--- src/rtl/accum_sequencer.sv ---
// Sequencer for the 8-bit accumulator datapath.
// For each accepted start it runs: clear, load, N increments, then a check of
// the accumulator output against load_val + steps (mod 256).
//
// state   | meaning
// --------+------------------------------------------------------------
// S_IDLE  | waiting for start; no accumulator controls asserted
// S_CLEAR | acc_clr pulsed
// S_LOAD  | acc_ld pulsed with acc_ip = captured load value
// S_COUNT | acc_inc asserted once per cycle while the step count runs out
// S_CHECK | accumulator output sampled and compared; done follows
module accum_sequencer (
  input  logic       i_clock,
  input  logic       i_rst_n,
  input  logic       i_start,
  input  logic [7:0] i_load_val,
  input  logic [7:0] i_steps,
  input  logic       i_abort,
  input  logic [7:0] i_acc_op,
  output logic       o_acc_clr,
  output logic       o_acc_ld,
  output logic       o_acc_inc,
  output logic [7:0] o_acc_ip,
  output logic       o_busy,
  output logic       o_done,
  output logic [7:0] o_result,
  output logic       o_err
);

  typedef enum logic [2:0] {
    S_IDLE  = 3'd0,
    S_CLEAR = 3'd1,
    S_LOAD  = 3'd2,
    S_COUNT = 3'd3,
    S_CHECK = 3'd4
  } state_t;

  state_t     r_state;
  state_t     w_next_state;
  logic [7:0] r_cnt;
  logic [7:0] r_ld;
  logic [7:0] r_expected;
  logic [7:0] r_result;
  logic       r_err;
  logic       r_done;
  logic       w_accept;
  logic       w_check_ok;

  // Start is only honoured from IDLE; abort has no meaning there.
  assign w_accept   = (r_state == S_IDLE) && i_start;
  // An abort landing in CHECK suppresses the sample and the done pulse.
  assign w_check_ok = (r_state == S_CHECK) && !i_abort;

  // State register.
  always_ff @(posedge i_clock or negedge i_rst_n) begin
    if (!i_rst_n) begin
      r_state <= S_IDLE;
    end else begin
      r_state <= w_next_state;
    end
  end

  // Next-state and Moore output decode; abort wins over every busy transition.
  always_comb begin
    w_next_state = r_state;
    o_acc_clr    = 1'b0;
    o_acc_ld     = 1'b0;
    o_acc_inc    = 1'b0;
    o_busy       = 1'b1;
    case (r_state)
      S_IDLE: begin
        o_busy = 1'b0;
        if (i_start) begin
          w_next_state = S_CLEAR;
        end
      end
      S_CLEAR: begin
        o_acc_clr = 1'b1;
        if (i_abort) begin
          w_next_state = S_IDLE;
        end else begin
          w_next_state = S_LOAD;
        end
      end
      S_LOAD: begin
        o_acc_ld = 1'b1;
        if (i_abort) begin
          w_next_state = S_IDLE;
        end else if (r_cnt == 8'd0) begin
          w_next_state = S_CHECK;
        end else begin
          w_next_state = S_COUNT;
        end
      end
      S_COUNT: begin
        o_acc_inc = 1'b1;
        if (i_abort) begin
          w_next_state = S_IDLE;
        end else if (r_cnt == 8'd1) begin
          w_next_state = S_CHECK;
        end else begin
          w_next_state = S_COUNT;
        end
      end
      S_CHECK: begin
        w_next_state = S_IDLE;
      end
      default: begin
        w_next_state = S_IDLE;
      end
    endcase
  end

  // Operand capture, step down-counter, and result/err/done registers.
  always_ff @(posedge i_clock or negedge i_rst_n) begin
    if (!i_rst_n) begin
      r_cnt      <= 8'd0;
      r_ld       <= 8'd0;
      r_expected <= 8'd0;
      r_result   <= 8'd0;
      r_err      <= 1'b0;
      r_done     <= 1'b0;
    end else begin
      r_done <= w_check_ok;
      if (w_accept) begin
        r_ld       <= i_load_val;
        r_cnt      <= i_steps;
        r_expected <= i_load_val + i_steps;
        r_err      <= 1'b0;
      end else if (r_state == S_COUNT) begin
        r_cnt <= r_cnt - 8'd1;
      end
      if (w_check_ok) begin
        r_result <= i_acc_op;
        r_err    <= (i_acc_op != r_expected);
      end
    end
  end

  assign o_acc_ip = r_ld;
  assign o_done   = r_done;
  assign o_result = r_result;
  assign o_err    = r_err;

endmodule
--- config.mk ---
export PLATFORM = sky130hd
export DESIGN_NAME = accum_sequencer
export DESIGN_NICKNAME = d
export VERILOG_FILES = /design/src/rtl/accum_sequencer.sv
export SDC_FILE = /design/constraint.sdc
export NUM_CORES = 1
export LEC_CHECK = 0
export CELL_PAD_IN_SITES_DETAIL_PLACEMENT = 1
export CELL_PAD_IN_SITES_GLOBAL_PLACEMENT = 1
export CORE_ASPECT_RATIO = 1.2
export CORE_MARGIN = 5
export CORE_UTILIZATION = 38
export CTS_BUF_LIST = sky130_fd_sc_hd__clkbuf_4 sky130_fd_sc_hd__clkbuf_8
export DETAILED_ROUTE_END_ITERATION = 6
export GPL_TIMING_DRIVEN = 0
export HOLD_SLACK_MARGIN = 0.02
export PLACE_DENSITY_LB_ADDON = 0.1
export SYNTH_ARGS = -nofsm -noshare
export SYNTH_HDL_FRONTEND = slang
export SYNTH_SLANG_ARGS = --single-unit
--- constraint.sdc ---
create_clock -name i_clock -period 1.7 [get_ports i_clock]
set_input_delay 0.425 -clock i_clock [delete_from_list [all_inputs] [get_ports i_clock]]
set_output_delay 0.425 -clock i_clock [all_outputs]
set_load 0.05 [all_outputs]
==> flow_results.org <==
** Routing
- Via total after detailed routing :: 1649
- The routed design has 5180 um of wire.
- Number of remaining DRC errors :: 0
- Dividing the detail-routed via count by the number of cells gives 5.15.
- Max layer used :: met4
- After the first detailed-routing iteration, the DRC count stood at 67.
- Dividing the detail-routed wire length by the instance count gives 16.2 um.
- M1 WL :: 2270 um
- Detailed routing placed a total of 215 um of wire on met3.
- The first TritonRoute pass finished after 4 iterations.
- Detailed routing placed a total of 2600 um of wire on met2.
- Antenna viol nets, final :: 0

** Timing
- At the pin with the least slew margin, the transition time is 0.832 ns.
- Final critical-path setup slack :: 0.0301 ns
- The number of hold violations in the final report came to 0.
- Slew Limit Fails :: 0
- Across all hold checks on the routed design, the worst slack comes to 0.234 ns.
- Derived from the worst setup path, the maximum achievable clock frequency is 0.599 GHz.
- Minimum clock period :: 1.67 ns
- Fin crit share :: 98.2%
- Across the routed clock network, the largest skew measured is 0.00565 ns.
- Summed over all failing endpoints, the final setup total negative slack is 0 ns.
- Setup violations remaining at the end of the flow were counted as 0.
- Setup repair after global routing could not meet its margin everywhere.
- Max_slew headroom :: 44.5%

** Yosys
- In the synthesized netlist the dominant register cell turns out to be sky130_fd_sc_hd__dfrtp_1.
- By area the synthesized netlist is led by sky130_fd_sc_hd__dfrtp_1, sky130_fd_sc_hd__nand2_1, sky130_fd_sc_hd__ha_1.
- Counting flops with a built-in enable in the synthesized netlist gives 0.
- Synthesized netlist cell count :: 195
- When the netlist entered floorplanning its net count stood at 234.
- Number of register bits inferred by synthesis :: 37
- A synthesized cell averages 10.0 sq um.
- For this run, asynchronously set or reset flops after synthesis account for 100%.
- Post-synth cell types :: 43
- Share of Yosys cell area claimed by the top area cell type :: 47.4%
- For this run, the register share of the synthesized area comes to 47.4%.
- Netlist Area Pre-Place :: 0.00195 sq mm
- Post-synth top area cell :: sky130_fd_sc_hd__dfrtp_1
- Syn. warnings :: 0

** Placed design
- The congestion estimate from routability-driven global placement came to 0.818.
- OpenSTA, run right after detailed placement, puts the worst setup slack at -0.721 ns.
- Post-detail-place hpwl :: 3800 um
- Placed cells :: 304
- During placement, the flow inserted port buffers numbering 49.
- The placed instances occupy a cell area of 0.00253 sq mm.

** Finish
- Layout Nets :: 298
- Count of filler cells inserted in the layout :: 581
- Relative to the synthesized area, the layout overhead comes to 40.1%.
- Excluding fillers, the count of instances in the completed layout stands at 320.
- The repair_antennas step left the layout with diodes totalling 0.
- Share of layout cells above drive strength 1 :: 23.1%
- Post-Layout Inst Area :: 0.00274 sq mm

** Clock network
- The H-tree generated during clock tree synthesis spans 2 levels.
- Clock tree synthesis inserted a total of 5 buffers.
- The clock reaches the later pin of the worst-skew pair after 0.29 ns.
- CTS saw 37 sinks.
- After clock tree synthesis, the clock-pin slew on the worst setup and hold paths is 0.08 ns.
- TritonCTS built the clock tree.
- The tree is rooted in a sky130_fd_sc_hd__clkbuf_8.
- Maximum buffer depth of the clock tree :: 2

** Setup path
- Data arrival time of the critical path :: 1.90 ns
- CP Cell Sequence :: buf_2, ha_4, inv_2, fa_2, nor2b_2, o31a_1, o21ai_1, or3_1, nand3_1
- Data on the critical path is required at its endpoint by 1.93 ns.
- Longest individual stage delay on the worst path :: 0.37 ns
- Critical path's slowest cell :: sky130_fd_sc_hd__or3_1
- The worst setup path is captured at a flip-flop.
- Kind of start point of the critical path :: primary input
- Largest fanout on the critical path :: 2
- Type of the worst setup path :: in -> reg

** Floorplan
- From bottom edge to top edge, the die measures 88.5 um.
- Chip width :: 75.4 um
- # IOs :: 50
- Effective utilization at floorplan :: 39.3%
- The floorplan step defined a die boundary enclosing 0.00668 sq mm.
- After floorplanning, the core was divided into 28 placement rows.
- Std-Cell Core Area :: 0.00497 sq mm

** Worst hold path
- Hold/Removal Path Class :: in -> async

** Power
- For this design the static power due to leakage is 0.00131 uW.
- Pwr/cell area :: 1370 mW/mm^2
- IR analysis of the VDD net gives a maximum drop of 696 uV.

** Global routing
- Antenna violations before repair :: 0
- Overall fraction of global-route tracks in use :: 17.0%
- Via count of the first global-routing pass :: 1798
- Global route overflow :: 0
- Pin count of the biggest net entering global routing :: 38
- The first global-routing pass estimated 8630 um of wire.

** Run status
- Status :: finished clean

** Job
- Across the run, the number of max-cap violations was 0.
[per-stage QoR]
stage / util [%] / total power (uW)
finish: 55.0 / 3750
global route: 55.0 / 4020
CTS: 53.2 / 3680
detailed placement: 50.8 / 3120
global placement: 50.9 / 3080
floorplan: - / 2550
[report_power, final]
part / switching (uW) / internal, uW
sequential: 277 / 1180
combinational: 1040 / 632
clock: 337 / 283
total: 1650 / 2100
[synthesized netlist by cell type (2+ instances only)]
cell type,n
sky130_fd_sc_hd__xor2_1,2
sky130_fd_sc_hd__nor3b_1,3
sky130_fd_sc_hd__nand3_1,3
sky130_fd_sc_hd__a31oi_1,2
sky130_fd_sc_hd__dfrtp_1,37
sky130_fd_sc_hd__mux2_2,8
sky130_fd_sc_hd__nand4_1,3
sky130_fd_sc_hd__nor3_2,2
sky130_fd_sc_hd__nor3_1,4
sky130_fd_sc_hd__nor2_1,5
sky130_fd_sc_hd__a21o_1,2
sky130_fd_sc_hd__ha_1,10
sky130_fd_sc_hd__a21oi_1,7
sky130_fd_sc_hd__inv_1,7
sky130_fd_sc_hd__a221o_1,2
sky130_fd_sc_hd__o211ai_1,2
sky130_fd_sc_hd__nand2_1,40
sky130_fd_sc_hd__xnor2_1,12
sky130_fd_sc_hd__o21ai_0,16
sky130_fd_sc_hd__buf_2,5
[kinds of logic (layout without fill, tap and decap cells)]
| family | count (synthesis) | count (layout) | synth area share [%] |
|---|---|---|---|
| flip-flops | 37 | 37 | 47.4 |
| AND/OR/NAND/NOR | 71 | 71 | 18.4 |
| buffers and inverters | 14 | 79 | 3.01 |
| adder cells (fa/ha/maj) | 11 | 11 | 7.43 |
| AO/OA/AOI/OAI | 39 | 39 | 12.4 |
| multiplexers | 9 | 9 | 5.13 |
| XOR/XNOR | 14 | 14 | 6.28 |
[worst max-delay path: cells and delay by family]
family | cells | cell delay, ns
buf+inv | 2 | 0.15
compound gates | 2 | 0.25
fa+ha+maj | 2 | 0.49
simple gates | 3 | 0.59
[per-layer routing]
metal | track usage, % | vias up
met3 | 2.95 | 8
li1 | - | 814
met1 | 21.6 | 784
met5 | 0 | -
met4 | 4.61 | 0
met2 | 29.4 | 43
[flip-flops by register name, indices dropped and copies added (netlist names)]
| register | cells |
|---|---|
| o_acc_ip | 8 |
| o_done | 1 |
| o_err | 1 |
| o_result | 8 |
| r_cnt | 8 |
| r_expected | 8 |
| r_state | 3 |
[area by class of cell]
| class | count | area, sq um | area share, % |
|---|---|---|---|
| clock buffers | 5 | 68.8 | 2.51 |
| inverters | 8 | 35.0 | 1.28 |
| multi-input cells | 144 | 1090 | 39.7 |
| plain buffers | 6 | 28.8 | 1.05 |
| flip-flops and latches | 37 | 930 | 34.0 |
| clock inverters | 3 | 17.5 | 0.640 |
| well taps | 60 | 75.1 | 2.74 |
| repair buffers | 57 | 495 | 18.1 |
[path summary, 6_finish.rpt]
path,start,endpoint,cells after the start,slack [ns]
max,i_load_val[0],r_expected[6]$_DFFE_PN0P_,9,0.03
min,i_rst_n,r_expected[6]$_DFFE_PN0P_,1,0.23
max reg2reg,r_state[0]$_DFFE_PN0P_,o_result[5]$_DFFE_PN0P_,3,0.10
min reg2reg,o_acc_ip[5]$_DFFE_PN0P_,o_acc_ip[5]$_DFFE_PN0P_,2,0.48
max in group asynchronous,i_rst_n,r_state[2]$_DFFE_PN0P_,1,0.90
min in group i_clock,i_load_val[0],o_acc_ip[0]$_DFFE_PN0P_,3,0.38
[cells in the final DEF, fill, tap and decap left out, types with 2 or more instances in the layout]
cell type and count:
sky130_fd_sc_hd__nand2_1 40, sky130_fd_sc_hd__dfrtp_1 34, sky130_fd_sc_hd__dlygate4sd2_1 27, sky130_fd_sc_hd__o21ai_0 15
sky130_fd_sc_hd__xnor2_1 12, sky130_fd_sc_hd__clkdlybuf4s50_1 12, sky130_fd_sc_hd__buf_4 12, sky130_fd_sc_hd__mux2_2 8
sky130_fd_sc_hd__buf_2 7, sky130_fd_sc_hd__a21oi_1 6, sky130_fd_sc_hd__ha_4 6, sky130_fd_sc_hd__inv_1 5
sky130_fd_sc_hd__nor2_1 5, sky130_fd_sc_hd__clkbuf_8 5, sky130_fd_sc_hd__ha_1 4, sky130_fd_sc_hd__nand3_1 3
sky130_fd_sc_hd__nand4_1 3, sky130_fd_sc_hd__nor3_1 3, sky130_fd_sc_hd__dfrtp_2 3, sky130_fd_sc_hd__inv_2 2
sky130_fd_sc_hd__nor3b_1 2, sky130_fd_sc_hd__o21ai_1 2, sky130_fd_sc_hd__a21o_1 2, sky130_fd_sc_hd__a31oi_1 2
sky130_fd_sc_hd__xor2_1 2, sky130_fd_sc_hd__o211ai_1 2, sky130_fd_sc_hd__nor3_2 2, sky130_fd_sc_hd__a221o_1 2
sky130_fd_sc_hd__clkinv_2 2
[timing repair]
item	in CTS	in global routing
hold buffers	0	0
endpoints found under the setup margin	26	14
resized for setup	72	18
pin swaps	4	4
buffers inserted	2	6
gates cloned	0	0
(Power assumes the default switching activity.)
